File: config.mk
export PLATFORM = sky130hd
export DESIGN_NAME = seq_countdown_clock
export DESIGN_NICKNAME = d
export VERILOG_FILES = /design/src/rtl/seq_countdown_clock_pkg.sv /design/src/rtl/seq_countdown_clock_dec.sv /design/src/rtl/seq_countdown_clock.sv
export SDC_FILE = /design/constraint.sdc
export NUM_CORES = 1
export LEC_CHECK = 0
export ABC_AREA = 1
export CORE_ASPECT_RATIO = 0.8
export CORE_MARGIN = 1.5
export CORE_UTILIZATION = 35
export DETAILED_ROUTE_END_ITERATION = 8
export SYNTH_ARGS = -nofsm -noshare
export SYNTH_HDL_FRONTEND = slang
export SYNTH_HIERARCHICAL = 1
export SYNTH_SLANG_ARGS = --single-unit
File: constraint.sdc
create_clock -name clk -period 2.5 [get_ports clk]
set_clock_uncertainty 0.1 [all_clocks]
set_input_delay 0.5 -clock clk [delete_from_list [all_inputs] [get_ports clk]]
set_output_delay 0.5 -clock clk [all_outputs]
set_load 0.05 [all_outputs]
File: src/rtl/seq_countdown_clock_pkg.sv
// Shared field types, constants and time struct for the 12-hour countdown clock.
// Also provides the range check used for time and alarm loads.
package seq_countdown_clock_pkg;

   localparam int HOURS_W = 4;
   localparam int MINS_W  = 6;

   typedef logic [HOURS_W-1:0] hours_t;
   typedef logic [MINS_W-1:0]  mins_t;

   localparam hours_t HOURS_RESET = 4'd12;
   localparam hours_t HOURS_MIN   = 4'd1;
   localparam mins_t  MINS_MAX    = 6'd59;

   typedef struct packed {
      hours_t hours;
      mins_t  mins;
      logic   pm;
   } time_t;

   localparam time_t TIME_RESET = '{hours: HOURS_RESET, mins: 6'd0, pm: 1'b0};

   function automatic logic time_valid(input hours_t h, input mins_t m);
      return (h >= HOURS_MIN) && (h <= HOURS_RESET) && (m <= MINS_MAX);
   endfunction

endpackage

File: src/rtl/seq_countdown_clock_dec.sv
// Combinational one-minute decrement of a 12-hour time, 12:00am wraps to 11:59pm.
// Input is assumed in range; the output then stays in range as well.
module seq_countdown_clock_dec
   import seq_countdown_clock_pkg::*;
(
   input  time_t cur_i,
   output time_t nxt_o
);

   // Minute borrow, then hour step; pm flips only on the 12 -> 11 step
   always_comb begin
      nxt_o = cur_i;
      if (cur_i.mins != 6'd0) begin
         nxt_o.mins = cur_i.mins - 6'd1;
      end else begin
         nxt_o.mins = MINS_MAX;
         if (cur_i.hours == HOURS_MIN) begin
            nxt_o.hours = HOURS_RESET;
         end else if (cur_i.hours == HOURS_RESET) begin
            nxt_o.hours = 4'd11;
            nxt_o.pm    = ~cur_i.pm;
         end else begin
            nxt_o.hours = cur_i.hours - 4'd1;
         end
      end
   end

endmodule

File: src/rtl/seq_countdown_clock.sv
// Reverse-running 12-hour clock with set validation and registered outputs.
// Optional alarm comparator enabled by defining SEQ_COUNTDOWN_CLOCK_ALARM_EN.
module seq_countdown_clock
   import seq_countdown_clock_pkg::*;
(
   input  logic       clk,
   input  logic       reset_n,
   input  logic       tick,
   input  logic       set_en,
   input  logic [3:0] set_hours,
   input  logic [5:0] set_mins,
   input  logic       set_pm,
`ifdef SEQ_COUNTDOWN_CLOCK_ALARM_EN
   input  logic       alarm_set_en,
   input  logic [3:0] alarm_hours,
   input  logic [5:0] alarm_mins,
   input  logic       alarm_pm,
   input  logic       alarm_disarm,
   output logic       alarm_hit,
`endif
   output logic [3:0] hours,
   output logic [5:0] mins,
   output logic       pm,
   output logic       set_err
);

   time_t time_q, time_d;
   time_t dec_s;
   logic  set_err_q, set_err_d;
   logic  set_ok_s;
   logic  tick_apply_s;
   logic  alarm_err_s;

   seq_countdown_clock_dec u_dec (
      .cur_i (time_q),
      .nxt_o (dec_s)
   );

   assign set_ok_s     = time_valid(set_hours, set_mins);
   assign tick_apply_s = tick & ~set_en;

   // Next time: set beats tick beats hold; a rejected set also swallows the tick
   always_comb begin
      time_d = time_q;
      if (set_en) begin
         if (set_ok_s) begin
            time_d = '{hours: set_hours, mins: set_mins, pm: set_pm};
         end else begin
            time_d = time_q;
         end
      end else if (tick) begin
         time_d = dec_s;
      end else begin
         time_d = time_q;
      end
   end

   // Error pulse covers both the time load and the alarm load
   always_comb begin
      set_err_d = (set_en & ~set_ok_s) | alarm_err_s;
   end

   // Time and error registers
   always_ff @(posedge clk or negedge reset_n) begin
      if (!reset_n) begin
         time_q    <= TIME_RESET;
         set_err_q <= 1'b0;
      end else begin
         time_q    <= time_d;
         set_err_q <= set_err_d;
      end
   end

   assign hours   = time_q.hours;
   assign mins    = time_q.mins;
   assign pm      = time_q.pm;
   assign set_err = set_err_q;

`ifdef SEQ_COUNTDOWN_CLOCK_ALARM_EN
   time_t alarm_q, alarm_d;
   logic  armed_q, armed_d;
   logic  hit_q, hit_d;
   logic  alarm_ok_s;

   assign alarm_ok_s = time_valid(alarm_hours, alarm_mins);

   // Hit only on a tick-produced match; a fresh alarm load overrides auto-disarm
   always_comb begin
      alarm_d     = alarm_q;
      armed_d     = armed_q;
      hit_d       = 1'b0;
      alarm_err_s = 1'b0;
      if (tick_apply_s && armed_q && (dec_s == alarm_q)) begin
         hit_d   = 1'b1;
         armed_d = 1'b0;
      end else begin
         hit_d   = 1'b0;
      end
      if (alarm_set_en) begin
         if (alarm_ok_s) begin
            alarm_d = '{hours: alarm_hours, mins: alarm_mins, pm: alarm_pm};
            armed_d = 1'b1;
         end else begin
            alarm_err_s = 1'b1;
         end
      end else if (alarm_disarm) begin
         armed_d = 1'b0;
      end else begin
         alarm_d = alarm_d;
      end
   end

   // Alarm registers
   always_ff @(posedge clk or negedge reset_n) begin
      if (!reset_n) begin
         alarm_q <= TIME_RESET;
         armed_q <= 1'b0;
         hit_q   <= 1'b0;
      end else begin
         alarm_q <= alarm_d;
         armed_q <= armed_d;
         hit_q   <= hit_d;
      end
   end

   assign alarm_hit = hit_q;
`else
   assign alarm_err_s = 1'b0;
   logic  unused_s;
   assign unused_s = tick_apply_s;
`endif

endmodule

==> results.rst, run 1 <==
.. list-table::
   :header-rows: 1

   * - Metric
     - Value
   * - Result of the run
     - completed
   * - Routed vias/inst
     - 4.90
   * - Total nets after synthesis
     - 184
   * - Setup Crit Path Kind
     - reg -> out
   * - Half-perimeter wire length after detailed placement
     - 2230 um
   * - Num rows
     - 18
   * - Final period demand of the worst path
     - 2.26 ns
   * - Fraction of the yosys area taken by sequential cells
     - 25.8%
   * - Global-route wire length before repair
     - 4600 um
   * - Unrepaired setup endpoints after global routing
     - false
   * - Placeable core region
     - 0.00313 mm2
   * - Clock tree from TritonCTS
     - done
   * - Max incr delay on CP
     - 0.82 ns
   * - Floorplan die area
     - 0.00371 mm2
   * - Aggregate routed wire length
     - 2860 um
   * - Total number of clock tree sinks
     - 12
   * - Final setup violation count
     - 0
   * - Netlist Area Pre-Place
     - 0.00117 mm2
   * - Total of warnings raised by yosys
     - 6
   * - Design area
     - 0.00148 mm2
   * - Largest net degree at the start of global routing
     - 15
   * - Cell Pwr Density
     - 734 mW/mm2
   * - Final weighted congestion in routability-driven placement
     - 0.801
   * - Total area of multi-input combinational cells
     - 736 um2
   * - Post-synthesis to final-layout area growth
     - 26.6%
   * - Standby leakage power
     - 0.774 nW
   * - Length of the first detailed-routing pass in iterations
     - 4
   * - Kind of end point of the critical path
     - output port
   * - Slew HR
     - 60.9%
   * - Overall die width
     - 67.7 um
   * - Clock slew at the register clock pins of the worst setup and hold paths
     - 0.05 ns
   * - Final hold violation count
     - 0
   * - WP buf/inv
     - 1
   * - Cell Area, Placed
     - 0.00144 mm2
   * - Most frequent cells in the layout
     - 69 x nand2_1, 26 x clkdlybuf4s50_1, 21 x nand3_2
   * - Remaining routing DRC violations
     - 0
   * - Antenna violations before repair
     - 0
   * - Transition at the pin with the smallest max-transition slack
     - 0.584 ns
   * - Final standard cell count with taps included and fillers excluded
     - 231
   * - Register bit total from synthesis
     - 12
   * - Routed WL per cell
     - 12.4 um
   * - Worst setup timing slack at the placement stage
     - 0.462 ns
   * - Fin. max-slew vios
     - 0
   * - Overall fraction of global-route tracks in use
     - 17.1%
   * - Setup TNS
     - 0 ns
   * - Maximum frequency from static timing analysis
     - 442 MHz
   * - Max-capacitance violation count
     - 0
   * - CTS Buf Count
     - 3
   * - Number of levels the H-tree was split into
     - 1
   * - Die H
     - 54.8 um
   * - Library cells used by synthesis
     - 26
   * - Minimum hold slack
     - 0.425 ns
   * - Critical Path, Cell by Cell
     - clkdlybuf4s50_1
   * - Ratio of cells with drive above 1 in the final layout
     - 20.4%
   * - Number of buffers inserted by port buffering
     - 26
   * - Flip-flop and latch area
     - 303 um2
   * - Root cell of the clock tree
     - clkbuf_8
   * - # fillers
     - 301
   * - Tcrit/Tclk final
     - 90.4%
   * - Most common library cell in the layout ignoring fill and taps
     - nand2_1
   * - Buffer count from post-CTS setup fixing
     - 0
   * - Number of diodes
     - 0
   * - Vias post-DR
     - 1133
   * - Antenna viol nets, final
     - 0
   * - Placed cells
     - 228
   * - CP max-delay cell
     - clkdlybuf4s50_1
   * - Vias in the first global route
     - 969
   * - Critical path arrival
     - 1.66 ns
   * - Crit path launch type
     - register
   * - Setup slack after layout
     - 0.240 ns
   * - Hold crit path type
     - reg -> reg
   * - Grt ovf
     - 0
   * - Clock network latency to the later pin of the worst-skew pair
     - 0.24 ns
   * - Top cell family by delay on the critical path
     - buffers and inverters
   * - Starting utilization of the core area
     - 37.5%
   * - Mean post-synth cell area
     - 7.11 um2
   * - Post-synthesis cell count
     - 165
   * - Number of buffers inserted for hold repair after clock tree synthesis
     - 0
   * - Data required time at the worst endpoint
     - 1.90 ns
   * - Number of gates resized after cts
     - 0
   * - Boundary pin count
     - 27
   * - Max clock buf depth
     - 2
   * - VDD IR-drop max
     - 216 uV
   * - Final #Nets
     - 212
   * - Iteration-0 DRC count of the detailed router
     - 59
   * - Largest fanout on the critical path
     - 7
## per-stage QoR
step / utilization (%) / power, mW
final: 47.4 / 1.09
after global routing: 47.4 / 1.17
after CTS: 47.4 / 1.09
after detailed placement: 46.1 / 0.911
after global placement: 46.1 / 0.897
after floorplan: - / 0.739
## power by group
part / switching (mW) / internal (mW)
Clock: 0.0752 / 0.107
Sequential: 0.0708 / 0.242
Combinational: 0.372 / 0.223
## final timing paths
path	to	startpoint	slack, ns	cells past startpoint
setup / recovery	hours[2]	hours[2]	0.24	1
hold / removal	hours[2]	hours[2]	0.42	2
setup reg to reg	mins[4]	mins[0]	0.73	11
hold reg to reg	hours[2]	hours[2]	0.42	2
max in group asynchronous	mins[4]	reset_n	1.39	1
min in group asynchronous	mins[2]	reset_n	0.53	1
## layout make-up
| class | count | area share, % |
|---|---|---|
| Inverter | 17 | 4.30 |
| Clock buffer | 3 | 2.78 |
| Multi-Input combinational cell | 129 | 49.6 |
| Tap cell | 40 | 3.37 |
| Timing Repair Buffer | 30 | 19.6 |
| Sequential cell | 12 | 20.4 |
## synthesized netlist by cell type
library cell	n	area (um2)
buf_12	1	20.0
buf_2	1	5.00
buf_4	3	22.5
buf_6	2	22.5
dfrtp_1	10	250
dfstp_2	2	52.6
ha_1	4	50.1
inv_1	15	56.3
inv_2	2	7.51
nand2_1	69	259
nand2_4	1	11.3
nand3_1	10	50.1
nand3_2	21	210
nand4_1	2	12.5
nand4_4	1	21.3
nor2_1	8	30.0
nor2_2	1	6.26
nor2_4	1	11.3
nor3_1	1	5.00
o21ai_0	2	10.0
o21ai_1	1	5.00
o21ai_2	2	17.5
or2_0	1	6.26
or2_1	1	6.26
or2_2	1	6.26
xnor2_1	2	17.5
## sequential cells by signal, indices dropped and copies added, names as in the netlist
name / cells
hours: 4
mins: 6
set_err: 1
pm: 1
## kinds of logic after synthesis
family                     after synthesis  synth area share, %
AOI/OAI and AO/OA                        5                 2.77
xor gates and xnor gates                 2                 1.49
adders and majority gates                4                 4.27
buffers and inverters                   24                 11.4
DFF                                     12                 25.8
and+or+nand+nor                        118                 54.2
## tightest hold or removal path, delay by kind of cell (launching register included)
| kind | cells | cell delay [ns] |
|---|---|---|
| AND/OR/NAND/NOR | 2 | 0.12 |
| flip-flops | 1 | 0.40 |
## metal layers
layer / share of wire [%] / global-route usage, % / up-vias
li1: - / - / 571
met1: 48 / 24.5 / 520
met2: 43 / 26.5 / 40
met3: 8.2 / 4.53 / 2
met4: 0.42 / 2.04 / 0
met5: 0 / 0 / -
(Power assumes the default switching activity.)
==> run 2, diff against run 1 <==
- ABC_AREA: 1 -> 0
- DONT_BUFFER_PORTS: not set -> 1
==> results.rst, run 2 <==
.. list-table::
   :header-rows: 1

   * - Metric
     - Value
   * - Result of the run
     - completed
   * - Overall die width
     - 59.8 um
   * - Final hold violation count
     - 0
   * - Clock tree from TritonCTS
     - done
   * - Setup TNS
     - 0 ns
   * - Setup Crit Path Kind
     - reg -> reg
   * - Mean post-synth cell area
     - 9.21 um2
   * - Total Power
     - 0.798 mW
   * - Standby leakage power
     - 0.448 nW
   * - Count of flip-flops with a built-in enable after synthesis
     - 0
   * - Iteration-0 DRC count of the detailed router
     - 81
   * - Launch point of the worst hold path
     - set_en
   * - Post-synthesis to final-layout area growth
     - 16.8%
   * - Max clock buf depth
     - 2
   * - Clock slew at the register clock pins of the worst setup and hold paths
     - 0.08 ns
   * - Die H
     - 48.4 um
   * - Remaining routing DRC violations
     - 0
   * - Half-perimeter wire length after detailed placement
     - 1830 um
   * - Total of warnings raised by yosys
     - 6
   * - Number of diodes
     - 0
   * - Largest net degree at the start of global routing
     - 13
   * - Critical Path, Cell by Cell
     - ha_1 -> or3b_2 -> a31oi_1 -> a31oi_1 -> or2b_1 -> o221a_1
   * - Grt ovf
     - 0
   * - Antenna viol nets, final
     - 0
   * - Kind of end point of the critical path
     - register
   * - Final setup violation count
     - 0
   * - Post-synthesis cell count
     - 98
   * - Most frequent CP cell
     - a31oi_1
   * - Global-route wire length before repair
     - 3860 um
   * - Fin. max-slew vios
     - 0
   * - Worst Hold Path EP
     - set_err
   * - RR Endpoint
     - hours[0]
   * - Buffer count from post-CTS setup fixing
     - 0
   * - Hold crit path type
     - in -> reg
   * - Max incr delay on CP
     - 0.49 ns
   * - Final weighted congestion in routability-driven placement
     - 0.877
   * - Synth area leader
     - dfrtp_1
   * - Fraction of the yosys area taken by sequential cells
     - 33.6%
   * - Minimum hold slack
     - 0.219 ns
   * - Total number of clock tree sinks
     - 12
   * - Number of buffers inserted by port buffering
     - 0
   * - Worst R2R Path Depth
     - 6
   * - Floorplan die area
     - 0.00289 mm2
   * - Length of the first detailed-routing pass in iterations
     - 4
   * - Register bit total from synthesis
     - 12
   * - Total nets after synthesis
     - 117
   * - Routed WL per cell
     - 16.1 um
   * - Top cell type's share of synthesized area
     - 27.7%
   * - VDD IR-drop max
     - 260 uV
   * - Netlist Area Pre-Place
     - 902 um2
   * - Starting utilization of the core area
     - 36.9%
   * - Final #Nets
     - 131
   * - Clock network latency to the later pin of the worst-skew pair
     - 0.28 ns
   * - Vias post-DR
     - 838
   * - Library cells used by synthesis
     - 30
   * - Ratio of cells with drive above 1 in the final layout
     - 18.0%
   * - CP max-delay cell
     - dfrtp_1
   * - Placeable core region
     - 0.00244 mm2
   * - Launch point of the worst reg-to-reg path
     - hours[0]
   * - Number of levels the H-tree was split into
     - 1
   * - Root cell of the clock tree
     - clkbuf_4
   * - Vias in the first global route
     - 801
   * - Crit path launch type
     - register
   * - Largest fanout on the critical path
     - 8
   * - Unrepaired setup endpoints after global routing
     - false
   * - Overall fraction of global-route tracks in use
     - 17.6%
   * - Num rows
     - 16
   * - Slew HR
     - 55.0%
   * - CTS Buf Count
     - 3
   * - Boundary pin count
     - 27
   * - Transition at the pin with the smallest max-transition slack
     - 0.674 ns
   * - Max-capacitance violation count
     - 0
   * - Reg2Reg Setup Slack
     - 0.57 ns
   * - Data required time at the worst endpoint
     - 2.57 ns
   * - Leading post-synthesis cells by instance count
     - 15 x inv_1, 10 x dfrtp_1, 8 x nor2_1
   * - Number of gates resized after cts
     - 0
   * - Most frequently used cell type in the post-synthesis netlist
     - inv_1
   * - Most frequent cells in the layout
     - 15 x inv_1, 10 x dfrtp_1, 8 x nor2_1, 8 x buf_4, 7 x o221a_1
   * - Routed vias/inst
     - 5.70
   * - Flip-flop cell with the highest count after synthesis
     - dfrtp_1
   * - Post-synth ARST share
     - 100%
   * - Number of instances on the worst hold path
     - 2
   * - Critical path arrival
     - 2.00 ns
   * - Flip-flop count of the largest register, all copies and words added
     - 6
   * - Number of buffers inserted for hold repair after clock tree synthesis
     - 1
   * - Tcrit/Tclk final
     - 77.3%
   * - Most common library cell in the layout ignoring fill and taps
     - inv_1
   * - Cell Pwr Density
     - 758 mW/mm2
   * - Maximum frequency from static timing analysis
     - 518 MHz
   * - Leading cell types by total area after synthesis
     - dfrtp_1 28%, o221a_1 8.7%, inv_1 6.2%
   * - Final period demand of the worst path
     - 1.93 ns
   * - Antenna violations before repair
     - 0
   * - Aggregate routed wire length
     - 2370 um
run 2: cell count changes in the layout (fill, tap and decap cells not counted), sizes merged, moves of 4 or more:
cell / before / now
nand2: 70 / 5
o221a: 0 / 7
clkdlybuf4s50: 26 / 0
or2b: 0 / 6
nand3: 31 / 1
buf: 4 / 8
a221oi: 0 / 4
run 2: layout make-up:
type / count / area [um2]
Fill cell: 244 / 1390
Multi-Input combinational cell: 71 / 543
Sequential cell: 12 / 303
Timing Repair Buffer: 9 / 70.1
Inverter: 15 / 56.3
Tap cell: 36 / 45.0
Clock buffer: 4 / 36.3
run 2: how the worst max path moves through the flow:
stage,startpoint,endpoint,slack [ns],depth (start not counted)
2_1_floorplan,hours[0],hours[0],0.34,6
3_3_place_gp,set_hours[0],mins[5],0.64,3
3_5_place_dp,hours[0],hours[0],0.59,6
4_1_cts,hours[0],hours[0],0.58,6
5_1_grt,hours[0],hours[0],0.45,6
6_report,hours[0],hours[0],0.57,6
run 2: cells by family (layout without fill, tap and decap cells):
| kind of cell | after synthesis | after routing | share of synthesized area (%) |
|---|---|---|---|
| simple gates | 36 | 36 | 24.3 |
| compound gates | 27 | 27 | 26.5 |
| flops | 12 | 12 | 33.6 |
| xor+xnor | 4 | 4 | 3.88 |
| fa+ha+maj | 4 | 4 | 5.55 |
| buf+inv | 15 | 28 | 6.24 |
run 2: critical path: cells and delay by family (launching register included):
kind	cells	cell delay, ns
fa+ha+maj	1	0.21
compound gates	3	0.35
simple gates	2	0.68
flops	1	0.49
run 2: where the power goes:
group | leakage (nW) | switching [mW] | total (mW) | internal [mW]
clock network | 0.0210 | 0.0734 | 0.162 | 0.0886
registers | 0.136 | 0.0750 | 0.308 | 0.233
logic | 0.291 | 0.208 | 0.329 | 0.121
run 2: through the flow:
step                cell area, um2  utilization (%)  instances  setup slack [ns]
floorplan                      902                -         98             0.342
global route                  1050             43.1        147             0.452
detailed placement            1010             41.2        142             0.588
global placement              1010             41.2        142             0.639
CTS                           1050             43.1        147             0.575
finish                        1050             43.1        147             0.569
run 2: per-layer routing:
layer	share of wire (%)	routed length, um	global-route usage, %	up-vias
li1	-	-	-	391
met1	43	1030	25.1	394
met2	45	1060	25.0	45
met3	10	248	7.22	8
met4	1.4	32	3.33	0
met5	0	0	0	-
